--- src/rtl/fir_tap_mac.sv ---
// Time-shared FIR tap MAC: snapshots the tap window on start and accumulates
// one tap*coef product per clock, then emits the sum with a one-cycle valid.
module fir_tap_mac #(
  parameter int DATA_WIDTH = 16,
  parameter int NUM_REGS   = 8,
  parameter int COEF_WIDTH = 16,
  parameter int ACC_WIDTH  = DATA_WIDTH + COEF_WIDTH + $clog2(NUM_REGS)
) (
  input  logic                                 clk,
  input  logic                                 rst,
  input  logic                                 start,
  input  logic [NUM_REGS-1:0][DATA_WIDTH-1:0]  pDataIn,
  input  logic [NUM_REGS-1:0][COEF_WIDTH-1:0]  coefIn,
  output logic                                 busy,
  output logic [ACC_WIDTH-1:0]                 yOut,
  output logic                                 yValid,
  output logic                                 startDropped
);

  localparam int IDX_W  = $clog2(NUM_REGS);
  localparam int PROD_W = DATA_WIDTH + COEF_WIDTH;

  typedef enum logic {IDLE, MAC} state_t;

  state_t                               state, state_next;
  logic [IDX_W-1:0]                     idx;
  logic [NUM_REGS-1:0][DATA_WIDTH-1:0]  win;
  logic [ACC_WIDTH-1:0]                 acc;
  logic signed [PROD_W-1:0]             prod;
  logic [ACC_WIDTH-1:0]                 acc_sum;
  logic                                 load;
  logic                                 last;

  assign prod    = $signed(win[idx]) * $signed(coefIn[idx]);
  assign acc_sum = acc + {{(ACC_WIDTH-PROD_W){prod[PROD_W-1]}}, prod};
  assign busy    = (state == MAC);

  always_ff @(posedge clk or posedge rst) begin
    if (rst) state <= IDLE;
    else     state <= state_next;
  end

  always_comb begin
    state_next = state;
    load       = 1'b0;
    last       = (idx == IDX_W'(NUM_REGS - 1));
    case (state)
      IDLE: if (start) begin
        load       = 1'b1;
        state_next = MAC;
      end
      MAC: if (last) state_next = IDLE;
      default: state_next = IDLE;
    endcase
  end

  always_ff @(posedge clk or posedge rst) begin
    if (rst) begin
      idx          <= '0;
      win          <= '0;
      acc          <= '0;
      yOut         <= '0;
      yValid       <= 1'b0;
      startDropped <= 1'b0;
    end else begin
      yValid       <= 1'b0;
      startDropped <= busy & start;
      if (load) begin
        win <= pDataIn;
        acc <= '0;
        idx <= '0;
      end else if (busy) begin
        acc <= acc_sum;
        if (last) begin
          // final tap bypasses acc so the result lands on the same edge
          yOut   <= acc_sum;
          yValid <= 1'b1;
          idx    <= '0;
        end else begin
          idx <= idx + IDX_W'(1);
        end
      end
    end
  end

endmodule
--- config.mk ---
export PLATFORM = sky130hd
export DESIGN_NAME = fir_tap_mac
export DESIGN_NICKNAME = d
export VERILOG_FILES = /design/src/rtl/fir_tap_mac.sv
export SDC_FILE = /design/constraint.sdc
export NUM_CORES = 1
export LEC_CHECK = 0
export ABC_AREA = 1
export CORE_ASPECT_RATIO = 1.5
export CORE_MARGIN = 8
export CORE_UTILIZATION = 45
export DETAILED_ROUTE_END_ITERATION = 7
export PLACE_DENSITY = 0.68
export SETUP_SLACK_MARGIN = 0.3
export SLEW_MARGIN = 0
export SYNTH_ARGS = -nofsm -noshare
export SYNTH_HDL_FRONTEND = slang
export SYNTH_SLANG_ARGS = --single-unit
--- constraint.sdc ---
create_clock -name clk -period 13.58 [get_ports clk]
set_clock_uncertainty 0.05 [all_clocks]
set_input_delay 2.716 -clock clk [delete_from_list [all_inputs] [get_ports clk]]
set_output_delay 2.716 -clock clk [all_outputs]
set_load 0.03 [all_outputs]
==> impl_results.md <==
- Initial DRC count: 950
- Status: completed
- Hold WC Path Type: flip-flop to flip-flop
- Initial antenna violation count: 8
- Ys flop type: dfrtp_1
- Clock-pin slew on the worst setup and hold paths: 0.06 ns
- WP data required: 14.02 ns
- Sequential Area: 0.005112 mm2
- Via count: 19675
- DRT Pass-1 Iters: 5
- Die footprint: 0.05727 mm2
- Crit path from: coefIn[79]
- Slowest stage cell on the critical path: o32ai_1
- Post-CTS Hold Fix Bufs: 0
- Fraction of layout cells with a size suffix above 1: 0.07528
- Post-synth top area cell: fa_1
- Simple-Gate Fraction of Synth Area: 0.1949
- Num rows: 100
- Global route overflow: 0
- Setup crit end kind: flip-flop
- EDFF count, synth: 0
- Synth Area in Compound Gates: 0.09969
- Drt total wl: 79000 um
- Worst hold stages: 2
- Startpoint Class: primary input
- RSZ-0062 raised after global routing: no
- Area Overhead vs Synth: 19.29%
- Post-synth ARST share: 1.000
- XOR/XNOR share of the synthesized area: 0.01526
- Fin crit share: 0.8518
- Die Span X: 198.1 um
- Slew HR: 0.1571
- Synthesized area: 0.02238 mm2
- Worst hold start: yOut[9]$_DFFE_PP0P_
- Final setup viols: 0
- Final HPWL DP: 65480 um
- GRT Util Overall: 0.2810
- Area of the multi-input gates: 0.01495 mm2
- Worst skew pair latency: 0.55 ns
- H-Tree Depth: 1
- Path type of the worst setup path: primary input to flip-flop
- Final nets: 3671
- Post-CTS Setup Bufs: 0
- Arr. time, crit path: 12.01 ns
- Clock root buffer master: clkbuf_16
- Fin. Hold Viols: 0
- Synth Area in Adders: 0.3029
- Flop-to-flop setup slack: 2.58 ns
- # Max-Cap Violations: 0
- Ys Warns: 0
- Initial core utilization: 0.4528
- Worst R2R Path Depth: 36
- Critical Path Max Stage Delay: 0.83 ns
- Routability Congestion: 1.060
- Fmax: 86.45 MHz
- Worst Hold End: yOut[9]$_DFFE_PP0P_
- Per-cell routed wire length: 21.28 um
- CTS buffer count: 23
- Mapped Nets: 3431
- Cells after Synth: 2788
- Largest net degree at the start of global routing: 137
- Ports: 297
- Mux contribution to synthesized area: 0.05485
- Reg2reg start: idx[0]$_DFFE_PP0P_
- Die H: 289.1 um
- Core area: 0.04942 mm2
- Clk sinks: 204
- Count of different cell masters after synthesis: 47
- Setup TNS: 0 ns
- Final min period: 11.57 ns
- Fill cell count: 4671
- CP max FO: 13
- Drt drc: 0
- Sequential share of the synthesized area: 0.2281
- Top-count cell post-synth: nand2_1
- First-pass GRT wire length: 123700 um
- Worst-Margin Slew: 1.256 ns
- Post-synth top cells: 549 x nand2_1, 464 x inv_1, 400 x nor2_1, 263 x fa_1, 204 x dfrtp_1
- Port Buf Inserts: 296
- Synthesized area per cell: 8.026 um2
- DR vias/cell: 5.300
- Vias in the first global route: 21597
- CTS Buffer Depth: 3
- Post-route ant nets: 0
- PostCTS Resize Cnt: 0
- #FFs+latches synth: 204
- Share of the synthesized area in the top cell type: 0.2353
- Slew Limit Fails: 0
- Main combinational cell family by area after synthesis: adder cells
- Reg-to-reg endpoint: yOut[27]$_DFFE_PP0P_
- Top post-synthesis cells by area: fa_1 24%, dfrtp_1 23%, nand2_1 9.2%
- CTS tree: built
==> cell families after synthesis <==
kind of cell | count (synthesis)
flops | 204
mux | 109
fa+ha+maj | 384
simple gates | 1088
buf+inv | 593
xor+xnor | 39
compound gates | 371
==> state kept, by name, indices dropped and copies added (netlist names) <==
| register | flops |
|---|---|
| acc | 35 |
| busy | 1 |
| yValid | 1 |
| idx | 3 |
| win | 128 |
| yOut | 35 |
| startDropped | 1 |
==> per-stage QoR <==
stage	setup slack [ns]	util	cells	area, um2	hold slack, ns
after global placement	1.475	0.5233	3666	25860	0.4125
after global routing	1.538	0.5401	3712	26690	0.4545
after floorplan	4.073	-	2788	22380	0.4054
after CTS	2.048	0.5398	3705	26680	0.4386
final	2.013	0.5401	3712	26690	0.4330
after detailed placement	1.497	0.5233	3666	25860	0.4142
==> per-layer routing <==
layer	up-vias	routed length, um	global-route usage
met5	-	0	0
li1	9170	-	-
met2	642	42010	0.5305
met3	234	4002	0.03929
met4	0	5959	0.1828
met1	9629	27030	0.2837
==> worst max-delay path by stage <==
| stage | end | cells after the start |
|---|---|---|
| after floorplan | acc[34]$_DFFE_PP0P_ | 38 |
| after global placement | yOut[29]$_DFFE_PP0P_ | 32 |
| after detailed placement | yOut[34]$_DFFE_PP0P_ | 38 |
| after CTS | acc[34]$_DFFE_PP0P_ | 38 |
| after global routing | yOut[34]$_DFFE_PP0P_ | 38 |
| final | yOut[27]$_DFFE_PP0P_ | 33 |
==> area by class of cell <==
| class | count | area share |
|---|---|---|
| clock inverters | 7 | 0.005812 |
| multi-input cells | 1991 | 0.5600 |
| clock buffers | 32 | 0.02470 |
| well taps | 663 | 0.03108 |
| flip-flops and latches | 204 | 0.1915 |
| inverters | 492 | 0.06960 |
| repair buffers | 316 | 0.1166 |
| diodes | 7 | 0.0006562 |
==> placed cells by master (no fill, tap or decap), types with 3 or more instances in the layout <==
master,Yosys,final
bufinv_16,0,4
inv_2,27,26
nor2_2,3,4
o32ai_1,43,43
nand2_1,549,548
xor2_1,18,18
nor2_1,400,399
clkdlybuf4s50_1,0,296
xnor2_1,21,21
buf_4,8,20
nand3b_1,14,14
o21ai_2,15,15
o21a_1,4,4
nand4_1,18,18
inv_1,464,463
a21o_1,9,9
clkbuf_8,0,5
a21boi_0,3,3
clkbuf_1,44,4
a31oi_1,3,3
o21ai_1,13,13
or2_2,3,3
clkbuf_16,0,23
o21ai_0,154,154
mux2_2,109,109
nand3_1,83,83
fa_1,263,263
nor3_1,8,8
o21bai_1,11,11
dfrtp_1,204,202
nor2_4,5,5
ha_1,121,121
a21oi_1,101,101
diode_2,0,7
==> worst max-delay path, delay by kind of cell <==
kind | cells | cell delay (ns)
buffers and inverters | 7 | 1.24
and+or+nand+nor | 14 | 2.84
adders and majority gates | 8 | 3.68
xor gates and xnor gates | 1 | 0.10
AOI/OAI and AO/OA | 3 | 1.40
Power is left out: the tool's default activity adds up to more than one toggle a clock period on the data nets, which glitch-free logic cannot reach.
